## src/rtl/rng_sampler_if.sv

```systemverilog
// Reader-side bundle for rng_sampler: word handshake plus sticky health/overflow status.
interface rng_sampler_if #(parameter int WIDTH = 64);
  logic             rd_req;
  logic             rd_ack;
  logic [WIDTH-1:0] rd_data;
  logic             rd_valid;
  logic             overflow;
  logic             stuck;
  logic             clr_err;

  modport master (output rd_req, clr_err, input rd_ack, rd_data, rd_valid, overflow, stuck);
  modport slave  (input rd_req, clr_err, output rd_ack, rd_data, rd_valid, overflow, stuck);
endinterface

```

## src/rtl/rng_sampler.sv

```systemverilog
// Captures the slow RNG macro bit stream into clk_jbus, packs it LSB-first into words and
// serves them over a level req / one-cycle ack handshake. Define RNG_SAMPLER_VN_EN for von Neumann debiasing.
module rng_sampler #(
  parameter int WIDTH       = 64,
  parameter int SYNC_STAGES = 2,
  parameter int STUCK_LIM   = 32
) (
  input  logic         clk_jbus,
  input  logic         rst,
  input  logic         rng_clk,
  input  logic         rng_data,
  input  logic         en,
  rng_sampler_if.slave rd
);
  localparam int CNT_W = $clog2(WIDTH) + 1;
  localparam int RUN_W = $clog2(STUCK_LIM + 1);

  typedef enum logic [1:0] {IDLE, ACK, WAIT} rd_state_t;

  function automatic logic [RUN_W-1:0] run_sat_inc(input logic [RUN_W-1:0] r);
    if (r >= RUN_W'(STUCK_LIM)) return RUN_W'(STUCK_LIM);
    return r + 1'b1;
  endfunction

  logic [SYNC_STAGES-1:0] clk_meta_p0;
  logic [SYNC_STAGES-1:0] dat_meta_p0;
  logic                   clk_edge_p1;
  logic                   samp;
  logic                   samp_bit;
  logic                   accept;
  logic                   bit_vld;
  logic                   bit_val;

  // Stage 0: synchronisers, stage 1: rising-edge detect on synchronised rng_clk
  always_ff @(posedge clk_jbus or posedge rst) begin
    if (rst) begin
      clk_meta_p0 <= '0;
      dat_meta_p0 <= '0;
      clk_edge_p1 <= 1'b0;
    end else begin
      clk_meta_p0 <= {clk_meta_p0[SYNC_STAGES-2:0], rng_clk};
      dat_meta_p0 <= {dat_meta_p0[SYNC_STAGES-2:0], rng_data};
      clk_edge_p1 <= clk_meta_p0[SYNC_STAGES-1];
    end
  end

  assign samp     = clk_meta_p0[SYNC_STAGES-1] & ~clk_edge_p1;
  assign samp_bit = dat_meta_p0[SYNC_STAGES-1];
  assign accept   = samp & en;

`ifdef RNG_SAMPLER_VN_EN
  logic vn_pend;
  logic vn_first;

  // Pair accepted bits; a pause in en abandons a half-formed pair
  always_ff @(posedge clk_jbus or posedge rst) begin
    if (rst) begin
      vn_pend  <= 1'b0;
      vn_first <= 1'b0;
    end else if (!en) begin
      vn_pend <= 1'b0;
    end else if (accept) begin
      vn_pend <= ~vn_pend;
      if (!vn_pend) vn_first <= samp_bit;
    end
  end

  assign bit_vld = accept & vn_pend & (vn_first ^ samp_bit);
  assign bit_val = vn_first;
`else
  assign bit_vld = accept;
  assign bit_val = samp_bit;
`endif

  logic [WIDTH-1:0] shreg;
  logic [CNT_W-1:0] bit_cnt;
  logic [WIDTH-1:0] word_nxt;
  logic             word_done;

  assign word_nxt  = {bit_val, shreg[WIDTH-1:1]};
  assign word_done = bit_vld && (bit_cnt == CNT_W'(WIDTH - 1));

  // Stage 2: word accumulation
  always_ff @(posedge clk_jbus or posedge rst) begin
    if (rst) begin
      shreg   <= '0;
      bit_cnt <= '0;
    end else if (bit_vld) begin
      shreg   <= word_nxt;
      bit_cnt <= word_done ? '0 : bit_cnt + 1'b1;
    end
  end

  logic [RUN_W-1:0] run_cnt;
  logic [RUN_W-1:0] run_nxt;
  logic             last_bit;
  logic             stuck_set;

  // A bit arriving with clr_err starts a fresh run rather than continuing the cleared one
  always_comb begin
    run_nxt = run_cnt;
    if (accept) begin
      if (rd.clr_err || run_cnt == '0 || samp_bit != last_bit) run_nxt = RUN_W'(1);
      else                                                      run_nxt = run_sat_inc(run_cnt);
    end else if (rd.clr_err) begin
      run_nxt = '0;
    end
  end

  assign stuck_set = accept && (run_nxt == RUN_W'(STUCK_LIM));

  always_ff @(posedge clk_jbus or posedge rst) begin
    if (rst) begin
      run_cnt  <= '0;
      last_bit <= 1'b0;
    end else begin
      run_cnt <= run_nxt;
      if (accept) last_bit <= samp_bit;
    end
  end

  rd_state_t state;

  // Stage 3: holding register, read FSM and sticky flags
  always_ff @(posedge clk_jbus or posedge rst) begin
    if (rst) begin
      state       <= IDLE;
      rd.rd_ack   <= 1'b0;
      rd.rd_data  <= '0;
      rd.rd_valid <= 1'b0;
      rd.overflow <= 1'b0;
      rd.stuck    <= 1'b0;
    end else begin
      case (state)
        IDLE: if (rd.rd_req && rd.rd_valid) begin
          state     <= ACK;
          rd.rd_ack <= 1'b1;
        end
        ACK: begin
          state     <= WAIT;
          rd.rd_ack <= 1'b0;
        end
        WAIT: if (!rd.rd_req) state <= IDLE;
        default: begin
          state     <= IDLE;
          rd.rd_ack <= 1'b0;
        end
      endcase

      // The word being acked is consumed this cycle, so a coinciding completion refills instead of overflowing
      if (word_done && (!rd.rd_valid || state == ACK)) begin
        rd.rd_data  <= word_nxt;
        rd.rd_valid <= 1'b1;
      end else if (state == ACK) begin
        rd.rd_valid <= 1'b0;
      end

      if (word_done && rd.rd_valid && state != ACK) rd.overflow <= 1'b1;
      else if (rd.clr_err)                          rd.overflow <= 1'b0;

      if (stuck_set)        rd.stuck <= 1'b1;
      else if (rd.clr_err)  rd.stuck <= 1'b0;
    end
  end
endmodule

```

## src/flat_wrapper.sv

```systemverilog
// flat-port wrapper written by rule: the top's interface ports become plain ports
module rng_sampler_flat 
#(
  parameter int WIDTH       = 64,
  parameter int SYNC_STAGES = 2,
  parameter int STUCK_LIM   = 32
)
  (clk_jbus, rst, rng_clk, rng_data, en, rd_rd_req, rd_clr_err, rd_rd_ack, rd_rd_data, rd_rd_valid, rd_overflow, rd_stuck);
  rng_sampler_if #(.WIDTH(WIDTH)) rd_i ();
  input  logic clk_jbus;
  input  logic rst;
  input  logic rng_clk;
  input  logic rng_data;
  input  logic en;
  input wire logic [$bits(rd_i.rd_req)-1:0] rd_rd_req;
  input wire logic [$bits(rd_i.clr_err)-1:0] rd_clr_err;
  output wire logic [$bits(rd_i.rd_ack)-1:0] rd_rd_ack;
  output wire logic [$bits(rd_i.rd_data)-1:0] rd_rd_data;
  output wire logic [$bits(rd_i.rd_valid)-1:0] rd_rd_valid;
  output wire logic [$bits(rd_i.overflow)-1:0] rd_overflow;
  output wire logic [$bits(rd_i.stuck)-1:0] rd_stuck;
  assign rd_i.rd_req = rd_rd_req;
  assign rd_i.clr_err = rd_clr_err;
  assign rd_rd_ack = rd_i.rd_ack;
  assign rd_rd_data = rd_i.rd_data;
  assign rd_rd_valid = rd_i.rd_valid;
  assign rd_overflow = rd_i.overflow;
  assign rd_stuck = rd_i.stuck;
  rng_sampler #(.WIDTH(WIDTH), .SYNC_STAGES(SYNC_STAGES), .STUCK_LIM(STUCK_LIM)) u_core (.clk_jbus(clk_jbus), .rst(rst), .rng_clk(rng_clk), .rng_data(rng_data), .en(en), .rd(rd_i));
endmodule
```

## config.mk

```make
export PLATFORM = sky130hd
export DESIGN_NAME = rng_sampler_flat
export DESIGN_NICKNAME = d
export VERILOG_FILES = /design/src/rtl/rng_sampler_if.sv /design/src/rtl/rng_sampler.sv /design/src/flat_wrapper.sv
export SDC_FILE = /design/constraint.sdc
export NUM_CORES = 1
export LEC_CHECK = 0
export ABC_CLOCK_PERIOD_IN_PS = 14970
export CORE_MARGIN = 2
export CORE_UTILIZATION = 45
export DETAILED_ROUTE_END_ITERATION = 16
export PLACE_DENSITY = 0.7
export SKIP_CTS_REPAIR_TIMING = 1
export SYNTH_ARGS = -nofsm -noshare
export SYNTH_HDL_FRONTEND = slang
export SYNTH_SLANG_ARGS = --single-unit
```

## constraint.sdc

```tcl
create_clock -name clk_jbus -period 14.97 [get_ports clk_jbus]
set_input_delay 2.2455 -clock clk_jbus [delete_from_list [all_inputs] [get_ports clk_jbus]]
set_output_delay 2.2455 -clock clk_jbus [all_outputs]
set_load 0.01 [all_outputs]
```

==> flow_metrics.tcl <==
set metrics [dict create \
    crit_arrival_ns 5.37 \
    worst-path-buf-inv 1 \
    worstSetupPathType "input pin to register" \
    dieArea_um2 14400 \
    grt-ovfl-total 0 \
    cts.sinks 151 \
    slowest_delay_ns 0.70 \
    via_per_inst 4.85 \
    synthTopCellsByArea "dfrtp_1 (62%), mux2_4 (15%), nand2_1 (13%)" \
    hold_class "register to register" \
    placed_cells 733 \
    design.portCount 75 \
    skew_ns 0.00744 \
    p_per_area_nw_per_um2 120 \
    cap_violations 0 \
    utilization 0.569 \
    drt-initial-drc-count 232 \
    p_leak_nw 3.92 \
    cp-end-kind "register" \
    post-place-ws_ns 9.45 \
    fin_setup_tns_ns 0 \
    route.vias.total 3712 \
    setup_ws_ns 9.89 \
    dieWidth_um 120 \
    finalCritPeriodShare 0.340 \
    cts-root-buf "clkbuf_16" \
    syn2layout_area_growth_pct 23.9 \
    instances_no_fill 765 \
    syn-cell-area_um2 6060 \
    routed_wl_um 10600 \
    worstPathCellList "clkdlybuf4s50_1, nand3b_4, nor4_4, nand2_4, mux2_4" \
    start_kind "input pin" \
    tritoncts "done" \
    path_clk_slew_ns 0.06 \
    die_y_um 120 \
    core_um2 13200 \
    cp.required_ns 15.25 \
    ir_worst_vdd_mv 0.0717 \
    io_buffers 74 \
    gp_congestion 0.760 \
    syn_nets 513 \
    grt_pass1_wl_um 18100 \
    critPathTopFamily "simple AND/OR/NAND/NOR gates" \
    ys_seq_elements 151 \
    hold_violations 0 \
    maxSlewHeadroom 0.217 \
    drc_errors 0 \
    cts.path.max_buffers 2 \
    cp_max_fo 78 \
    synth.most_common_cell "nand2_1" \
    final_layout_size_suffix_gt1_frac 0.170 \
    synth-edff-count 0 \
    yosysUniqueCellTypes 35 \
    synth_top_cells_by_count "nand2_1 (202), dfrtp_1 (151), mux2_4 (60), clkbuf_1 (11)" \
    cts_htree_levels 4 \
    slew_viol_final 0 \
    grt_antenna_before_repair 0 \
    antenna_left 0 \
    fillCellCount 1051 \
    wl_per_cell_um 13.9 \
    setup_viol 0 \
    rsz0062_at_grt "no" \
    yosysWarnings 0 \
    diodes 0 \
    cp_slowest_cell "nand2_4" \
    max_freq_ghz 0.197 \
    rows 42 \
    dpl.hpwl_um 6500 \
    netlist_instances 503 \
    yosys.area.top_type "dfrtp_1" \
    yosysSeqAreaShare 0.624 \
    async_flop_share 1.00 \
    dr.pass1.iters 5 \
    synth.top_cell.area_share 0.624 \
    synth_area_per_cell_um2 12.0 \
    start_util 0.459 \
    grt_pass1_vias 3769 \
    ys.flop_type "dfrtp_1" \
    grt_max_degree 91 \
    min_period_ns 5.08 \
    outcome "complete, no violations" \
    numCtsBuffers 17 \
    insertion_delay_ns 0.41 \
    nets 586 \
    grtUsageTotal 0.159 \
    worst_pin_slew_ns 1.17 \
]
[registers in the layout (all words and copies together) (netlist names)]
| name | count |
|---|---|
| u_core.dat_meta_p0 | 2 |
| u_core.rd.overflow | 1 |
| u_core.run_cnt | 6 |
| u_core.rd.rd_valid | 1 |
| u_core.rd.rd_data | 64 |
| u_core.bit_cnt | 7 |
| u_core.rd.stuck | 1 |
| u_core.clk_meta_p0 | 2 |
| u_core.clk_edge_p1 | 1 |
| u_core.shreg | 63 |
| u_core.rd.rd_ack | 1 |
| u_core.state | 2 |
[layout make-up]
class | count | area, um2 | area share
Clock buffer | 21 | 440 | 0.0587
Timing Repair Buffer | 76 | 756 | 0.101
Inverter | 7 | 31.3 | 0.00417
Tap cell | 176 | 220 | 0.0294
Multi-Input combinational cell | 323 | 2120 | 0.283
Clock inverter | 11 | 151 | 0.0202
Sequential cell | 151 | 3780 | 0.504
[metrics by stage]
stage               area, um2  hold slack, ns  total power [mW]
floorplan                6060           0.331             0.466
global placement         6910           0.334             0.480
detailed placement       6910           0.336             0.482
CTS                      7500           0.350             0.905
global route             7500           0.356             0.931
finish                   7500           0.347             0.897
[power breakdown]
group          switching, mW  leakage [nW]  internal, mW
sequential            0.0114          2.08         0.423
clock                  0.161         0.273         0.263
combinational         0.0245          1.56        0.0153
total                  0.196          3.92         0.700
[worst reg2reg max path: cells and delay by family, from the launching register on]
family           cells  cell delay [ns]
AND/OR/NAND/NOR      3             2.03
multiplexers         1             0.59
flip-flops           1             0.43
[layer usage]
| layer | GRT usage | vias to the layer above | wire, um |
|---|---|---|---|
| li1 | - | 1785 | - |
| met1 | 0.212 | 1823 | 4930 |
| met2 | 0.250 | 89 | 5060 |
| met3 | 0.0452 | 15 | 468 |
| met4 | 0.0574 | 0 | 153 |
| met5 | 0 | - | 0 |
[cells by family after synthesis]
logic type / count (synthesis) / synth area share
simple gates: 237 / 0.164
fa+ha+maj: 3 / 0.00620
compound gates: 14 / 0.0167
mux: 65 / 0.158
flops: 151 / 0.624
buf+inv: 29 / 0.0254
xor+xnor: 4 / 0.00579
[cells in the final DEF (no fill, tap or decap), drive strengths merged, types with 3 or more instances in the layout]
cell | Yosys | layout
nor2 | 7 | 7
inv | 7 | 7
nor2b | 3 | 3
bufinv | 0 | 3
ha | 3 | 3
clkinv | 0 | 4
clkbuf | 11 | 21
nand2 | 203 | 203
clkdlybuf4s50 | 0 | 74
nor3 | 5 | 5
dfrtp | 151 | 151
nand3 | 6 | 6
o21ai | 4 | 4
clkinvlp | 0 | 4
mux2 | 65 | 65
nor4 | 3 | 3
[worst paths after layout]
path | startpoint | endpoint | slack [ns] | cells after the start
min reg2reg | u_core.dat_meta_p0[0] | u_core.dat_meta_p0[1] | 0.35 | 0
min in group asynchronous | rst | u_core.rd.rd_data[16] | 2.38 | 2
max in group asynchronous | rst | u_core.bit_cnt[5] | 11.35 | 3
max | en | u_core.rd.rd_data[32] | 9.89 | 5
max reg2reg | u_core.clk_meta_p0[1] | u_core.rd.rd_data[32] | 11.81 | 4
min | u_core.dat_meta_p0[0] | u_core.dat_meta_p0[1] | 0.35 | 0
Note: power is estimated with default switching activity, not from simulation.
